`src/rtl/axi_ic_pkg.sv`:
```
// Shared AXI constants and helpers for the round-robin interconnect.
package axi_ic_pkg;
  localparam logic [1:0] AXI_RESP_OKAY   = 2'b00;
  localparam logic [1:0] AXI_RESP_EXOKAY = 2'b01;
  localparam logic [1:0] AXI_RESP_SLVERR = 2'b10;
  localparam logic [1:0] AXI_RESP_DECERR = 2'b11;
  localparam logic [1:0] AXI_BURST_INCR  = 2'b01;
  localparam logic [1:0] AXI_BURST_WRAP  = 2'b10;

  typedef enum logic {ARB_IDLE, ARB_LOCK} arb_state_e;

  function automatic int clogb2(input int v);
    int r;
    r = 0;
    for (int i = 0; i < 31; i++)
      if ((1 << i) < v) r = i + 1;
    return r;
  endfunction
endpackage

```
`src/rtl/axi_rr_arb.sv`:
```
// Round-robin grant-and-lock arbiter for one AXI address channel.
module axi_rr_arb
  import axi_ic_pkg::*;
#(
  parameter int N  = 2,
  parameter int SB = 1
) (
  input  logic          aclk,
  input  logic          aresetn,
  input  logic [N-1:0]  req,
  input  logic          hs,
  output logic [SB-1:0] sel,
  output logic          locked
);
  arb_state_e    state_q;
  logic [SB-1:0] ptr_q, sel_q;
  logic [SB-1:0] pick, pick_lo, pick_hi;
  logic          found_hi;

  // Lowest requester at or above ptr wins; otherwise wrap to the lowest overall.
  always_comb begin
    pick_lo  = '0;
    pick_hi  = '0;
    found_hi = 1'b0;
    for (int i = N - 1; i >= 0; i--) begin
      if (req[i]) pick_lo = SB'(i);
      if (req[i] && (SB'(i) >= ptr_q)) begin
        pick_hi  = SB'(i);
        found_hi = 1'b1;
      end
    end
    pick = found_hi ? pick_hi : pick_lo;
  end

  always_ff @(posedge aclk or negedge aresetn) begin
    if (!aresetn) begin
      state_q <= ARB_IDLE;
      ptr_q   <= '0;
      sel_q   <= '0;
    end else begin
      case (state_q)
        ARB_IDLE: if (|req) begin
          sel_q   <= pick;
          state_q <= ARB_LOCK;
        end
        ARB_LOCK: if (hs) begin
          ptr_q   <= (sel_q == SB'(N - 1)) ? '0 : sel_q + SB'(1);
          state_q <= ARB_IDLE;
        end
        default: state_q <= ARB_IDLE;
      endcase
    end
  end

  assign sel    = sel_q;
  assign locked = (state_q == ARB_LOCK);
endmodule

```
`src/rtl/axi_rr_interconnect.sv`:
```
// N:1 AXI3 interconnect: RR address arbitration, write-order FIFO for W steering,
// and ID-prefix routing of B/R responses back to the issuing upstream port.
module axi_rr_interconnect
  import axi_ic_pkg::*;
#(
  parameter int SLAVE_NUM   = 2,
  parameter int ID_WIDTH    = 4,
  parameter int ADDR_WIDTH  = 32,
  parameter int DATA_WIDTH  = 32,
  parameter int LEN_WIDTH   = 8,
  parameter int WFIFO_DEPTH = 4,
  localparam int SEL_BITS   = (clogb2(SLAVE_NUM) < 1) ? 1 : clogb2(SLAVE_NUM),
  localparam int MID_WIDTH  = ID_WIDTH + SEL_BITS,
  localparam int STRB_WIDTH = DATA_WIDTH / 8
) (
  input  logic                                  aclk,
  input  logic                                  aresetn,
  input  logic [SLAVE_NUM-1:0][ID_WIDTH-1:0]    s_awid,
  input  logic [SLAVE_NUM-1:0][ADDR_WIDTH-1:0]  s_awaddr,
  input  logic [SLAVE_NUM-1:0][LEN_WIDTH-1:0]   s_awlen,
  input  logic [SLAVE_NUM-1:0][2:0]             s_awsize,
  input  logic [SLAVE_NUM-1:0][1:0]             s_awburst,
  input  logic [SLAVE_NUM-1:0]                  s_awvalid,
  output logic [SLAVE_NUM-1:0]                  s_awready,
  input  logic [SLAVE_NUM-1:0][DATA_WIDTH-1:0]  s_wdata,
  input  logic [SLAVE_NUM-1:0][STRB_WIDTH-1:0]  s_wstrb,
  input  logic [SLAVE_NUM-1:0]                  s_wlast,
  input  logic [SLAVE_NUM-1:0]                  s_wvalid,
  output logic [SLAVE_NUM-1:0]                  s_wready,
  output logic [SLAVE_NUM-1:0][ID_WIDTH-1:0]    s_bid,
  output logic [SLAVE_NUM-1:0][1:0]             s_bresp,
  output logic [SLAVE_NUM-1:0]                  s_bvalid,
  input  logic [SLAVE_NUM-1:0]                  s_bready,
  input  logic [SLAVE_NUM-1:0][ID_WIDTH-1:0]    s_arid,
  input  logic [SLAVE_NUM-1:0][ADDR_WIDTH-1:0]  s_araddr,
  input  logic [SLAVE_NUM-1:0][LEN_WIDTH-1:0]   s_arlen,
  input  logic [SLAVE_NUM-1:0][2:0]             s_arsize,
  input  logic [SLAVE_NUM-1:0][1:0]             s_arburst,
  input  logic [SLAVE_NUM-1:0]                  s_arvalid,
  output logic [SLAVE_NUM-1:0]                  s_arready,
  output logic [SLAVE_NUM-1:0][ID_WIDTH-1:0]    s_rid,
  output logic [SLAVE_NUM-1:0][DATA_WIDTH-1:0]  s_rdata,
  output logic [SLAVE_NUM-1:0][1:0]             s_rresp,
  output logic [SLAVE_NUM-1:0]                  s_rlast,
  output logic [SLAVE_NUM-1:0]                  s_rvalid,
  input  logic [SLAVE_NUM-1:0]                  s_rready,
  output logic [MID_WIDTH-1:0]                  m_awid,
  output logic [ADDR_WIDTH-1:0]                 m_awaddr,
  output logic [LEN_WIDTH-1:0]                  m_awlen,
  output logic [2:0]                            m_awsize,
  output logic [1:0]                            m_awburst,
  output logic                                  m_awvalid,
  input  logic                                  m_awready,
  output logic [MID_WIDTH-1:0]                  m_wid,
  output logic [DATA_WIDTH-1:0]                 m_wdata,
  output logic [STRB_WIDTH-1:0]                 m_wstrb,
  output logic                                  m_wlast,
  output logic                                  m_wvalid,
  input  logic                                  m_wready,
  input  logic [MID_WIDTH-1:0]                  m_bid,
  input  logic [1:0]                            m_bresp,
  input  logic                                  m_bvalid,
  output logic                                  m_bready,
  output logic [MID_WIDTH-1:0]                  m_arid,
  output logic [ADDR_WIDTH-1:0]                 m_araddr,
  output logic [LEN_WIDTH-1:0]                  m_arlen,
  output logic [2:0]                            m_arsize,
  output logic [1:0]                            m_arburst,
  output logic                                  m_arvalid,
  input  logic                                  m_arready,
  input  logic [MID_WIDTH-1:0]                  m_rid,
  input  logic [DATA_WIDTH-1:0]                 m_rdata,
  input  logic [1:0]                            m_rresp,
  input  logic                                  m_rlast,
  input  logic                                  m_rvalid,
  output logic                                  m_rready
);
  localparam int PTR_W = (clogb2(WFIFO_DEPTH) < 1) ? 1 : clogb2(WFIFO_DEPTH);

  logic [SEL_BITS-1:0] aw_sel, ar_sel, head_sel, bk, rk;
  logic                aw_locked, ar_locked, aw_hs, ar_hs, wf_push, wf_pop;
  logic                wf_full, wf_empty, alive_q;
  logic [ID_WIDTH-1:0] head_id;

  logic [WFIFO_DEPTH-1:0][SEL_BITS-1:0] wf_sel_q;
  logic [WFIFO_DEPTH-1:0][ID_WIDTH-1:0] wf_id_q;
  logic [PTR_W-1:0]                     wf_wr_q, wf_rd_q;
  logic [PTR_W:0]                       wf_cnt_q, wf_cnt_d;

  axi_rr_arb #(.N(SLAVE_NUM), .SB(SEL_BITS)) u_aw_arb (
    .aclk(aclk), .aresetn(aresetn), .req(s_awvalid), .hs(aw_hs),
    .sel(aw_sel), .locked(aw_locked));

  axi_rr_arb #(.N(SLAVE_NUM), .SB(SEL_BITS)) u_ar_arb (
    .aclk(aclk), .aresetn(aresetn), .req(s_arvalid), .hs(ar_hs),
    .sel(ar_sel), .locked(ar_locked));

  // Response ready is held low until the first clock after reset release.
  always_ff @(posedge aclk or negedge aresetn)
    if (!aresetn) alive_q <= 1'b0;
    else          alive_q <= 1'b1;

  // AW: a full order FIFO stalls the locked grant (registered full, no same-cycle bypass).
  assign m_awvalid = aw_locked & ~wf_full & s_awvalid[aw_sel];
  assign aw_hs     = m_awvalid & m_awready;
  assign m_awid    = {aw_sel, s_awid[aw_sel]};
  assign m_awaddr  = s_awaddr[aw_sel];
  assign m_awlen   = s_awlen[aw_sel];
  assign m_awsize  = s_awsize[aw_sel];
  assign m_awburst = s_awburst[aw_sel];

  always_comb begin
    s_awready = '0;
    if (aw_locked && !wf_full) s_awready[aw_sel] = m_awready;
  end

  assign m_arvalid = ar_locked & s_arvalid[ar_sel];
  assign ar_hs     = m_arvalid & m_arready;
  assign m_arid    = {ar_sel, s_arid[ar_sel]};
  assign m_araddr  = s_araddr[ar_sel];
  assign m_arlen   = s_arlen[ar_sel];
  assign m_arsize  = s_arsize[ar_sel];
  assign m_arburst = s_arburst[ar_sel];

  always_comb begin
    s_arready = '0;
    if (ar_locked) s_arready[ar_sel] = m_arready;
  end

  assign wf_full  = (wf_cnt_q == (PTR_W+1)'(WFIFO_DEPTH));
  assign wf_empty = (wf_cnt_q == '0);
  assign wf_push  = aw_hs;
  assign wf_pop   = m_wvalid & m_wready & m_wlast;

  always_comb begin
    wf_cnt_d = wf_cnt_q;
    case ({wf_push, wf_pop})
      2'b10:   wf_cnt_d = wf_cnt_q + 1'b1;
      2'b01:   wf_cnt_d = wf_cnt_q - 1'b1;
      default: wf_cnt_d = wf_cnt_q;
    endcase
  end

  always_ff @(posedge aclk or negedge aresetn) begin
    if (!aresetn) begin
      wf_wr_q  <= '0;
      wf_rd_q  <= '0;
      wf_cnt_q <= '0;
    end else begin
      if (wf_push) wf_wr_q <= wf_wr_q + 1'b1;
      if (wf_pop)  wf_rd_q <= wf_rd_q + 1'b1;
      wf_cnt_q <= wf_cnt_d;
    end
  end

  always_ff @(posedge aclk)
    if (wf_push) begin
      wf_sel_q[wf_wr_q] <= aw_sel;
      wf_id_q[wf_wr_q]  <= s_awid[aw_sel];
    end

  // W is steered from the oldest write whose burst is still open.
  assign head_sel = wf_sel_q[wf_rd_q];
  assign head_id  = wf_id_q[wf_rd_q];
  assign m_wvalid = ~wf_empty & s_wvalid[head_sel];
  assign m_wid    = {head_sel, head_id};
  assign m_wdata  = s_wdata[head_sel];
  assign m_wstrb  = s_wstrb[head_sel];
  assign m_wlast  = s_wlast[head_sel];

  always_comb begin
    s_wready = '0;
    if (!wf_empty) s_wready[head_sel] = m_wready;
  end

  // Responses: ID prefix selects the port; an unknown prefix is drained.
  assign bk      = m_bid[MID_WIDTH-1 -: SEL_BITS];
  assign rk      = m_rid[MID_WIDTH-1 -: SEL_BITS];
  assign s_bid   = {SLAVE_NUM{m_bid[ID_WIDTH-1:0]}};
  assign s_bresp = {SLAVE_NUM{m_bresp}};
  assign s_rid   = {SLAVE_NUM{m_rid[ID_WIDTH-1:0]}};
  assign s_rdata = {SLAVE_NUM{m_rdata}};
  assign s_rresp = {SLAVE_NUM{m_rresp}};
  assign s_rlast = {SLAVE_NUM{m_rlast}};

  always_comb begin
    s_bvalid = '0;
    s_rvalid = '0;
    m_bready = alive_q;
    m_rready = alive_q;
    for (int i = 0; i < SLAVE_NUM; i++) begin
      if (bk == SEL_BITS'(i)) begin
        s_bvalid[i] = m_bvalid & alive_q;
        m_bready    = s_bready[i] & alive_q;
      end
      if (rk == SEL_BITS'(i)) begin
        s_rvalid[i] = m_rvalid & alive_q;
        m_rready    = s_rready[i] & alive_q;
      end
    end
  end
endmodule
```
`config.mk`:
```
export PLATFORM = sky130hd
export DESIGN_NAME = axi_rr_interconnect
export DESIGN_NICKNAME = d
export VERILOG_FILES = /design/src/rtl/axi_ic_pkg.sv /design/src/rtl/axi_rr_arb.sv /design/src/rtl/axi_rr_interconnect.sv
export SDC_FILE = /design/constraint.sdc
export NUM_CORES = 1
export LEC_CHECK = 0
export ABC_CLOCK_PERIOD_IN_PS = 2400
export CELL_PAD_IN_SITES_DETAIL_PLACEMENT = 1
export CELL_PAD_IN_SITES_GLOBAL_PLACEMENT = 1
export CORE_AREA = 5 5 221 223
export CTS_BUF_LIST = sky130_fd_sc_hd__clkbuf_8 sky130_fd_sc_hd__clkbuf_16
export CTS_CLUSTER_DIAMETER = 40
export DETAILED_ROUTE_END_ITERATION = 12
export DIE_AREA = 0 0 226 228
export DONT_BUFFER_PORTS = 1
export PLACE_DENSITY = 0.3
export SYNTH_ARGS = -nofsm -noshare
export SYNTH_HDL_FRONTEND = slang
export SYNTH_SLANG_ARGS = --single-unit
```
`constraint.sdc`:
```
create_clock -name aclk -period 2.4 [get_ports aclk]
set_input_delay 0.24 -clock aclk [delete_from_list [all_inputs] [get_ports aclk]]
set_output_delay 0.24 -clock aclk [all_outputs]
set_load 0.005 [all_outputs]
```
==> results of run 1 <==
## how the worst max path moves through the flow
stage	from	endpoint	depth (start not counted)
after floorplan	wf_rd_q[0]	wf_cnt_q[2]	11
after global placement	wf_rd_q[0]	wf_cnt_q[2]	9
after detailed placement	wf_rd_q[0]	wf_cnt_q[2]	9
after CTS	wf_rd_q[0]	wf_cnt_q[2]	9
after global routing	wf_rd_q[0]	wf_cnt_q[2]	9
final	wf_rd_q[0]	wf_cnt_q[2]	9
## metal layers
layer	part of all wire (%)	global-route usage [%]
met1	30	4.53
met2	56	11.0
met3	12	2.57
met4	2.1	2.27
met5	0	0
## cells in the mapped netlist (4+ instances only)
library cell / number
sky130_fd_sc_hd__ha_1: 5
sky130_fd_sc_hd__buf_2: 4
sky130_fd_sc_hd__dfrtp_1: 14
sky130_fd_sc_hd__mux2i_1: 6
sky130_fd_sc_hd__inv_1: 11
sky130_fd_sc_hd__nand2_1: 10
sky130_fd_sc_hd__buf_4: 93
sky130_fd_sc_hd__mux2_2: 136
sky130_fd_sc_hd__and2_1: 4
sky130_fd_sc_hd__clkbuf_1: 13
sky130_fd_sc_hd__mux4_2: 5
sky130_fd_sc_hd__edfxtp_1: 20
sky130_fd_sc_hd__nor2_1: 13
## per-stage QoR
step | total power (µW) | utilization [%] | setup TNS (ps) | cell area [µm²] | std cells
floorplan | 3200 | - | -136 | 3920 | 367
global placement | 3590 | 8.56 | 0 | 3970 | 872
detailed placement | 3640 | 8.56 | -21.2 | 3970 | 872
CTS | 4440 | 8.95 | 0 | 4150 | 882
global route | 4640 | 8.99 | -22.4 | 4170 | 885
finish | 4310 | 9.00 | 0 | 4170 | 887
## cells by family after synthesis
family                     after synthesis  synth area share, %
other                                    1               0.0962
xor gates and xnor gates                 6                 1.35
and+or+nand+nor                         35                 4.24
muxes                                  148                 44.1
buffers and inverters                  123                 21.3
adders and majority gates                6                 2.12
DFF                                     34                 24.4
AOI/OAI and AO/OA                       14                 2.41
## what timing repair did
item,in CTS,in global routing
hold buffers,1,0
setup buffers,1,2
setup endpoints to repair,1,1
endpoints found under the hold margin,14,0
pin swaps,1,5
## report_power, final
part	internal [µW]	switching (µW)	leakage [µW]	total, µW
registers	812	105	0.000336	917
logic	1290	1370	0.000925	2660
clock network	483	252	0.0000827	735
## critical path, stage by stage (launching register included)
cell,delay (ps)
sky130_fd_sc_hd__dfrtp_1,360
sky130_fd_sc_hd__mux4_2,530
sky130_fd_sc_hd__mux2_4,340
sky130_fd_sc_hd__nor2_4,130
sky130_fd_sc_hd__ha_4,150
sky130_fd_sc_hd__inv_2,40
sky130_fd_sc_hd__fa_2,320
sky130_fd_sc_hd__xor2_1,150
sky130_fd_sc_hd__nor2_1,110
sky130_fd_sc_hd__xnor2_1,130
## layout make-up
cell class                      instances  area, µm²
Timing Repair Buffer                   14        108
Tap cell                              607        759
Clock inverter                          3       37.5
Fill cell                            5364      42200
Inverter                               11       41.3
Multi-Input combinational cell        210       2140
Clock buffer                            5        125
Sequential cell                        34        953
Antenna cell                            3       7.51
## registers in the layout, summed over array words and instances, names as in the netlist, 2 cells and up
signal,flops
wf_id_q,16
wf_sel_q,4
wf_cnt_q,3
wf_rd_q,2
wf_wr_q,2
==> run metrics, run 1 <==
Setup crit start kind=register; Tot GR Track Use=5.52%; Ys Warns=0; Post-Syn Instances=367; share of Yosys cell area claimed by the top area cell type=39.3%; start-to-end type of the worst setup path=register to register; number of synthesized flops with an enable pin=20; final critical-path share of the clock period=97.4%; hold path startpoint=s_arvalid[0]; number of cell instances on the worst register-to-register path=9; Hold/Removal Path Class=input pin to register; Worst Skew=6.79 ps; IO Count=581; maximum number of pins on one net before global-route repair=59; detail-routed net length per standard cell=18.0 µm; remaining antenna violation count after routing=0; worst setup slack for register-to-register paths=60 ps; status=finished, final reports clean; worst max-slew margin expressed relative to the limit=41.3%; CTS tree=done; post-synth cell types=32; sequential fraction of the synthesis area=24.4%; clock slew at the register clock pins of the worst setup and hold paths=60 ps; global placer's final weighted congestion=0.748; Total Routed Length=16000 µm; upper clock frequency limit=428 MHz; Placeable Area=46400 µm²; largest fanout on the critical path=2; DRC errors left=0; final worst setup slack=63.1 ps; worst slack after detailed placement=-21.2 ps; post-DR vias/cell=2.77; Reg2Reg Launch Point=wf_rd_q[0]; Static Leakage=0.00134 µW; via count=2454; Area contributors post-synth=sky130_fd_sc_hd__mux2_2 (39%), sky130_fd_sc_hd__buf_4 (18%), sky130_fd_sc_hd__edfxtp_1 (15%), sky130_fd_sc_hd__dfrtp_1 (9.0%), sky130_fd_sc_hd__mux4_2 (2.9%); Root Buffer=sky130_fd_sc_hd__clkbuf_16; max-cap viol count=0; number of antenna violations at the first check in global routing=2; destination of the worst hold path=u_ar_arb.sel; vias in the first global route=2993; cell taking the most area after synthesis=sky130_fd_sc_hd__mux2_2; GR Overflow Total=0; post-layout minimum cycle time=2340 ps; Arrival @ worst endpoint=2540 ps; post-detail-place hpwl=14300 µm; cts bufs inserted=5; worst path required time=2600 ps; number of port buffers=0; global-route wire length before repair=21200 µm; crit end category=register; share of layout cells above drive strength 1=60.6%; number of nets produced by synthesis=707; pwr/cell area=1030 nW/µm²; ys async rst share=41.2%; mean instance size in the synthesized netlist=10.6 µm²; count of clock tree sinks=34; largest buffer count on any clock path=2; synthesis-stage register bit count=34; Primary FF master, synth=sky130_fd_sc_hd__edfxtp_1; max-slew violation count=0; destination of the worst register-to-register timing path=wf_cnt_q[2]; Worst IR Drop VDD=0.405 mV; most frequent cells in the layout=sky130_fd_sc_hd__mux2_2 (136), sky130_fd_sc_hd__edfxtp_1 (20), sky130_fd_sc_hd__buf_4 (13), sky130_fd_sc_hd__nor2_1 (12), sky130_fd_sc_hd__dfrtp_1 (12); total of cells resized after clock tree synthesis=0; most common library cell in the layout ignoring fill and taps=sky130_fd_sc_hd__mux2_2; Die X-Extent=226 µm; Hold Violations, Final=0; # rows=79; nets=616; Skew-Pair Late Insertion Delay=280 ps; H-tree Lvls=2; starting density of the core=8.41%; Final setup violation count=0; DIE AREA=51500 µm²; Worst Max-Slew Pin Slew=877 ps; number of search-and-repair iterations in the first detailed-routing pass=4; area delta synth->final=7.00%; RSZ-0062 raised after global routing=true; vertical die dimension=228 µm; starting DRC count in detailed routing=78; instance count along the most critical hold path=1; Synth Cell Area=3900 µm²; worst hold slack=67.2 ps
Note: power is estimated with default switching activity, not from simulation.
==> run 2: changes to the inputs <==
HOLD_SLACK_MARGIN = 0.06   (was default)
==> run metrics, run 2 (synthesis gave the netlist of run 1 again) <==
maximum number of pins on one net before global-route repair=59 (unchanged); worst max-slew margin expressed relative to the limit=41.3% (about the same); Worst Skew=7.82 ps (was 6.79 ps); largest buffer count on any clock path=2 (unchanged); slowest cell on the critical path=sky130_fd_sc_hd__mux4_2 (unchanged); most common library cell in the layout ignoring fill and taps=sky130_fd_sc_hd__mux2_2 (unchanged); Final setup violation count=0 (unchanged); clock slew at the register clock pins of the worst setup and hold paths=60 ps (about the same); Total Routed Length=16000 µm (about the same); worst setup slack for register-to-register paths=60 ps (about the same); Hold/Removal Path Class=input pin to register (unchanged); met1 track demand over resource in global routing=4.80% (was 4.53%); Die X-Extent=226 µm (unchanged); DIE AREA=51500 µm² (unchanged); share of layout cells above drive strength 1=60.2% (was 60.6%); number of port buffers=0 (unchanged); worst slack after detailed placement=-21.2 ps (unchanged); GR Overflow Total=0 (unchanged); H-tree Lvls=2 (unchanged); IO Count=581 (unchanged); number of flip-flops under the largest register name=16 (unchanged); # rows=79 (unchanged); largest fanout on the critical path=2 (unchanged); pwr/cell area=1030 nW/µm² (about the same); number of antenna violations at the first check in global routing=1 (was 2); Net Sw Frac=40.1% (was 40.0%); via count=2449 (was 2454); number of search-and-repair iterations in the first detailed-routing pass=4 (unchanged); final worst setup slack=61.3 ps (was 63.1 ps); Setup crit start kind=register (unchanged); starting density of the core=8.41% (unchanged); worst hold slack=101 ps (was 67.2 ps); area delta synth->final=7.38% (was 7.00%); Worst Max-Slew Pin Slew=877 ps (about the same); busiest grt layer=met2 (unchanged); detail-routed net length per standard cell=18.1 µm (was 18.0 µm); post-detail-place hpwl=14300 µm (unchanged); DRC errors left=0 (unchanged); vertical die dimension=228 µm (unchanged); registers with the highest flip-flop counts=wf_id_q (16), wf_sel_q (4), wf_cnt_q (3) (unchanged); internal power of the cells=2590 µW (about the same); remaining antenna violation count after routing=0 (unchanged); Largest Register=wf_id_q (unchanged); destination of the worst register-to-register timing path=wf_cnt_q[2] (unchanged); global-route wire length before repair=21300 µm (was 21200 µm); vias in the first global route=3000 (was 2993); max-slew violation count=0 (unchanged); met3 GRT Util=2.22% (was 2.57%); total of cells resized after clock tree synthesis=0 (unchanged); max-cap viol count=0 (unchanged); worst path required time=2600 ps (about the same); total negative slack for setup checks=0 ps (unchanged); starting DRC count in detailed routing=82 (was 78); most frequent cells in the layout=sky130_fd_sc_hd__mux2_2 (136), sky130_fd_sc_hd__edfxtp_1 (20), sky130_fd_sc_hd__buf_4 (13), sky130_fd_sc_hd__nor2_1 (12), sky130_fd_sc_hd__dfrtp_1 (12) (unchanged); Worst IR Drop VDD=0.416 mV (was 0.405 mV); Arrival @ worst endpoint=2540 ps (about the same); Seq pwr share=21.2% (was 21.3%); Root Buffer=sky130_fd_sc_hd__clkbuf_16 (unchanged); instance count along the most critical hold path=1 (unchanged); global placer's final weighted congestion=0.748 (unchanged); hold path startpoint=s_arvalid[1] (was s_arvalid[0]); destination of the worst hold path=u_ar_arb.locked (was u_ar_arb.sel); ordered list of cells on the worst path=mux4_2, mux2_4, nor2_4, ha_4, inv_2, fa_2, xor2_1, nor2_1, xnor2_1 (unchanged); final critical-path share of the clock period=97.4% (about the same); post-DR vias/cell=2.76 (was 2.77); power share of the combinational group=61.8% (was 61.7%); Placeable Area=46400 µm² (unchanged); status=finished, final reports clean (unchanged); cts bufs inserted=5 (unchanged); crit end category=register (unchanged); count of clock tree sinks=34 (unchanged); post-layout minimum cycle time=2340 ps (about the same); start-to-end type of the worst setup path=register to register (unchanged); Skew-Pair Late Insertion Delay=280 ps (about the same); power share of the clock group=17.0% (about the same); switching power of the nets=1740 µW (was 1720 µW); number of cell instances on the worst register-to-register path=9 (unchanged); Reg2Reg Launch Point=wf_rd_q[0] (unchanged); routing usage on met2=11.0% (about the same); CTS tree=done (unchanged); upper clock frequency limit=428 MHz (about the same); nets=618 (was 616); slowest stage delay, CP=530 ps (about the same); Static Leakage=0.00135 µW (was 0.00134 µW); RSZ-0062 raised after global routing=true (unchanged); Tot GR Track Use=5.54% (was 5.52%); Hold Violations, Final=0 (unchanged)
-- run 2: cell types whose count changed in the layout (fill, tap and decap cells not counted), sizes merged --
cell | before | now
diode | 3 | 1
dlygate4sd3 | 1 | 3
-- run 2: critical path, delay by kind of cell (launching register included) --
family,cells,cell delay [ps]
xor+xnor,2,280
flops,1,360
buf+inv,1,40
simple gates,2,240
fa+ha+maj,2,470
mux,2,870
-- run 2: worst max path at each step --
stage                           from     endpoint  slack (ps)  cells past startpoint
after floorplan           wf_rd_q[0]  wf_cnt_q[2]        -120                     11
after global placement    wf_rd_q[0]  wf_cnt_q[2]          10                      9
after detailed placement  wf_rd_q[0]  wf_cnt_q[2]         -20                      9
after CTS                 wf_rd_q[0]  wf_cnt_q[2]         0.2                      9
after global routing      wf_rd_q[0]  wf_cnt_q[2]         -20                      9
final                     wf_rd_q[0]  wf_cnt_q[2]          60                      9
-- run 2: cell type report --
type	instances	area, µm²
Sequential cell	34	953
Timing Repair Buffer	16	128
Inverter	11	41.3
Multi-Input combinational cell	210	2140
Antenna cell	1	2.50
Clock buffer	5	125
Tap cell	607	759
Fill cell	5365	42200
Clock inverter	3	37.5
-- run 2: stage by stage --
| step | utilization [%] | std cells | power [µW] | area (µm²) |
|---|---|---|---|---|
| after detailed placement | 8.56 | 872 | 3640 | 3970 |
| after CTS | 8.99 | 884 | 4440 | 4170 |
| final | 9.03 | 887 | 4320 | 4190 |
| after global placement | 8.56 | 872 | 3590 | 3970 |
| after floorplan | - | 367 | 3200 | 3920 |
| after global routing | 9.03 | 887 | 4640 | 4190 |
-- run 2: per-layer routing --
layer,share of wire (%),routed length [µm]
met1,30,4880
met2,56,8970
met3,12,1860
met4,2.1,331
met5,0,0
-- run 2: power by group through the flow --
stage | Clock [µW] | Sequential (µW) | Combinational [µW]
after detailed placement | 0 | 930 | 2710
after global routing | 801 | 936 | 2900
after floorplan | 0 | 897 | 2310
after CTS | 776 | 918 | 2750
after global placement | 0 | 908 | 2690
final | 735 | 918 | 2670
-- run 2: timing repair --
| action | 4_1_cts | 5_1_grt |
|---|---|---|
| endpoints found under the hold margin | 16 | 0 |
| hold buffers | 3 | 0 |
| endpoints found under the setup margin | 1 | 1 |
| pin swaps | 1 | 5 |
| setup buffers | 1 | 2 |
==> run 3: changes to the inputs <==
CORE_AREA = 5 5 226 228   (was 5 5 221 223)
DIE_AREA = 0 0 231 233   (was 0 0 226 228)
DONT_BUFFER_PORTS = default   (was 1)
PLACE_DENSITY = 0.51   (was 0.3)
==> run metrics, run 3 (synthesis gave the netlist of run 1 again) <==
clock slew at the register clock pins of the worst setup and hold paths=60 ps (about the same); number of port buffers=445 (was 0); largest fanout on the critical path=2 (unchanged); pwr/cell area=777 nW/µm² (was 1030 nW/µm²); via count=4164 (was 2449); critical path's top delay family=multiplexers (unchanged); max-slew violation count=0 (unchanged); starting DRC count in detailed routing=89 (was 82); max-cap viol count=0 (unchanged); RSZ-0062 raised after global routing=true (unchanged); worst hold slack=296 ps (was 101 ps); total non-filler cell area in the finished layout=8790 µm² (was 4190 µm²); maximum number of pins on one net before global-route repair=42 (was 59); ordered list of cells on the worst path=mux4_2, buf_6, mux2_4, nor2_4, ha_4, inv_2, fa_2, xor2_1, nor2_1, xnor2_1 (was mux4_2, mux2_4, nor2_4, ha_4, inv_2, fa_2, xor2_1, nor2_1, xnor2_1); Buffers & Inverters on Critical Path=2 (was 1); starting density of the core=8.01% (was 8.41%); largest buffer count on any clock path=2 (unchanged); post-layout minimum cycle time=2480 ps (was 2340 ps); Final setup violation count=19 (was 0); upper clock frequency limit=402 MHz (was 428 MHz); DRC errors left=0 (unchanged); start-to-end type of the worst setup path=register to register (unchanged); Arrival @ worst endpoint=2690 ps (was 2540 ps); registers with the highest flip-flop counts=wf_id_q (16), wf_sel_q (4), wf_cnt_q (3) (unchanged); Worst IR Drop VDD=0.285 mV (was 0.416 mV); number of search-and-repair iterations in the first detailed-routing pass=4 (unchanged); remaining antenna violation count after routing=0 (unchanged); most frequent cells in the layout=sky130_fd_sc_hd__clkdlybuf4s50_1 (405), sky130_fd_sc_hd__mux2_2 (136), sky130_fd_sc_hd__dlygate4sd2_1 (26), sky130_fd_sc_hd__buf_4 (25), sky130_fd_sc_hd__edfxtp_1 (20) (was sky130_fd_sc_hd__mux2_2 (136), sky130_fd_sc_hd__edfxtp_1 (20), sky130_fd_sc_hd__buf_4 (13), sky130_fd_sc_hd__nor2_1 (12), sky130_fd_sc_hd__dfrtp_1 (12)); status=complete, but fails checks (was finished, final reports clean); Largest Register=wf_id_q (unchanged); # rows=81 (was 79); post-layout total power=6830 µW (was 4320 µW); slowest stage delay, CP=530 ps (about the same); detail-routed net length per standard cell=15.9 µm (was 18.1 µm); GR Overflow Total=0 (unchanged); violations in the final reports=negative setup slack; DIE AREA=53800 µm² (was 51500 µm²); number of antenna violations at the first check in global routing=7 (was 1); crit end category=register (unchanged); Root Buffer=sky130_fd_sc_hd__clkbuf_16 (unchanged); number of flip-flops under the largest register name=16 (unchanged); Skew-Pair Late Insertion Delay=290 ps (was 280 ps); slowest cell on the critical path=sky130_fd_sc_hd__mux4_2 (unchanged); nets=1079 (was 618); vertical die dimension=233 µm (was 228 µm); share of layout cells above drive strength 1=27.4% (was 60.2%); Hold Violations, Final=0 (unchanged); total negative slack for setup checks=-266 ps (was 0 ps); Placeable Area=48600 µm² (was 46400 µm²); global placer's final weighted congestion=0.721 (was 0.748); post-DR vias/cell=3.05 (was 2.76); register area=953 µm² (unchanged); Tot GR Track Use=7.33% (was 5.54%); final critical-path share of the clock period=104% (was 97.4%); cts bufs inserted=5 (unchanged); final worst setup slack=-84.7 ps (was 61.3 ps); Die X-Extent=231 µm (was 226 µm); count of clock tree sinks=34 (unchanged); Placed Instance Area=8530 µm² (was 3970 µm²); worst path required time=2610 ps (was 2600 ps); area delta synth->final=125% (was 7.38%); Worst Skew=11.1 ps (was 7.82 ps); Setup crit start kind=register (unchanged); Static Leakage=0.00325 µW (was 0.00135 µW); IO Count=581 (unchanged); vias in the first global route=4694 (was 3000); post-detail-place hpwl=18400 µm (was 14300 µm); number of filler instances in the final layout=5603 (was 5365); CTS tree=done (unchanged); multi-input combinational cell area=2140 µm² (unchanged); Total Routed Length=21700 µm (was 16000 µm); H-tree Lvls=2 (unchanged); global-route wire length before repair=29800 µm (was 21300 µm); Hold/Removal Path Class=input pin to async pin (was input pin to register); most common library cell in the layout ignoring fill and taps=sky130_fd_sc_hd__clkdlybuf4s50_1 (was sky130_fd_sc_hd__mux2_2)
run 3: what timing repair did:
item / 4_1_cts / 5_1_grt
endpoints found under the setup margin: 42 / 27
buffers inserted: 8 / 3
pin swaps: 5 / 3
hold buffers: 0 / 0
gates cloned: 2 / 0
resized for setup: 71 / 12
run 3: worst register-to-register path, delay by kind of cell, from the launching register on:
kind                       cells  cell delay, ps
muxes                          2             840
adders and majority gates      2             470
DFF                            1             360
xor gates and xnor gates       2             290
and+or+nand+nor                2             270
buffers and inverters          2             170
run 3: final timing paths:
| path | slack [ps] | startpoint | to | depth (start not counted) |
|---|---|---|---|---|
| min in group aclk | 480 | m_rdata[2] | s_rdata[2] | 0 |
| setup reg to reg | -80 | wf_rd_q[0] | wf_cnt_q[2] | 10 |
| hold / removal | 300 | aresetn | alive_q | 2 |
| setup / recovery | -80 | wf_rd_q[0] | wf_cnt_q[2] | 10 |
| max in group asynchronous | 1860 | aresetn | u_ar_arb.sel | 2 |
| hold reg to reg | 530 | u_ar_arb.ptr_q | u_ar_arb.ptr_q | 2 |
run 3: power breakdown:
| part | switching, µW | internal, µW | total (µW) |
|---|---|---|---|
| clock | 302 | 599 | 901 |
| combinational | 1780 | 3180 | 4960 |
| sequential | 161 | 811 | 971 |
run 3: metrics by stage:
stage                     util, %  instances  worst slack [ps]
final                        18.1       1364             -84.7
after detailed placement     17.5       1341             -14.1
after floorplan                 -        367              -122
after CTS                    18.1       1359              -105
after global routing         18.1       1362              -191
after global placement       17.5       1341              17.2
run 3: layout make-up:
| cell class | count | share of cell area, % |
|---|---|---|
| inverter | 11 | 0.470 |
| timing repair buffer | 477 | 53.2 |
| antenna | 2 | 0.0569 |
| clock inverter | 3 | 0.783 |
| tap | 622 | 8.86 |
| sequential | 34 | 10.8 |
| multi-input combinational | 210 | 24.3 |
| clock buffer | 5 | 1.42 |
run 3: metal layers:
metal / vias up / track usage [%] / wire length, µm
met2: 277 / 12.9 / 10800
li1: 1945 / - / -
met3: 23 / 3.34 / 2390
met5: - / 0 / 43
met4: 6 / 1.80 / 326
met1: 1913 / 8.04 / 8220
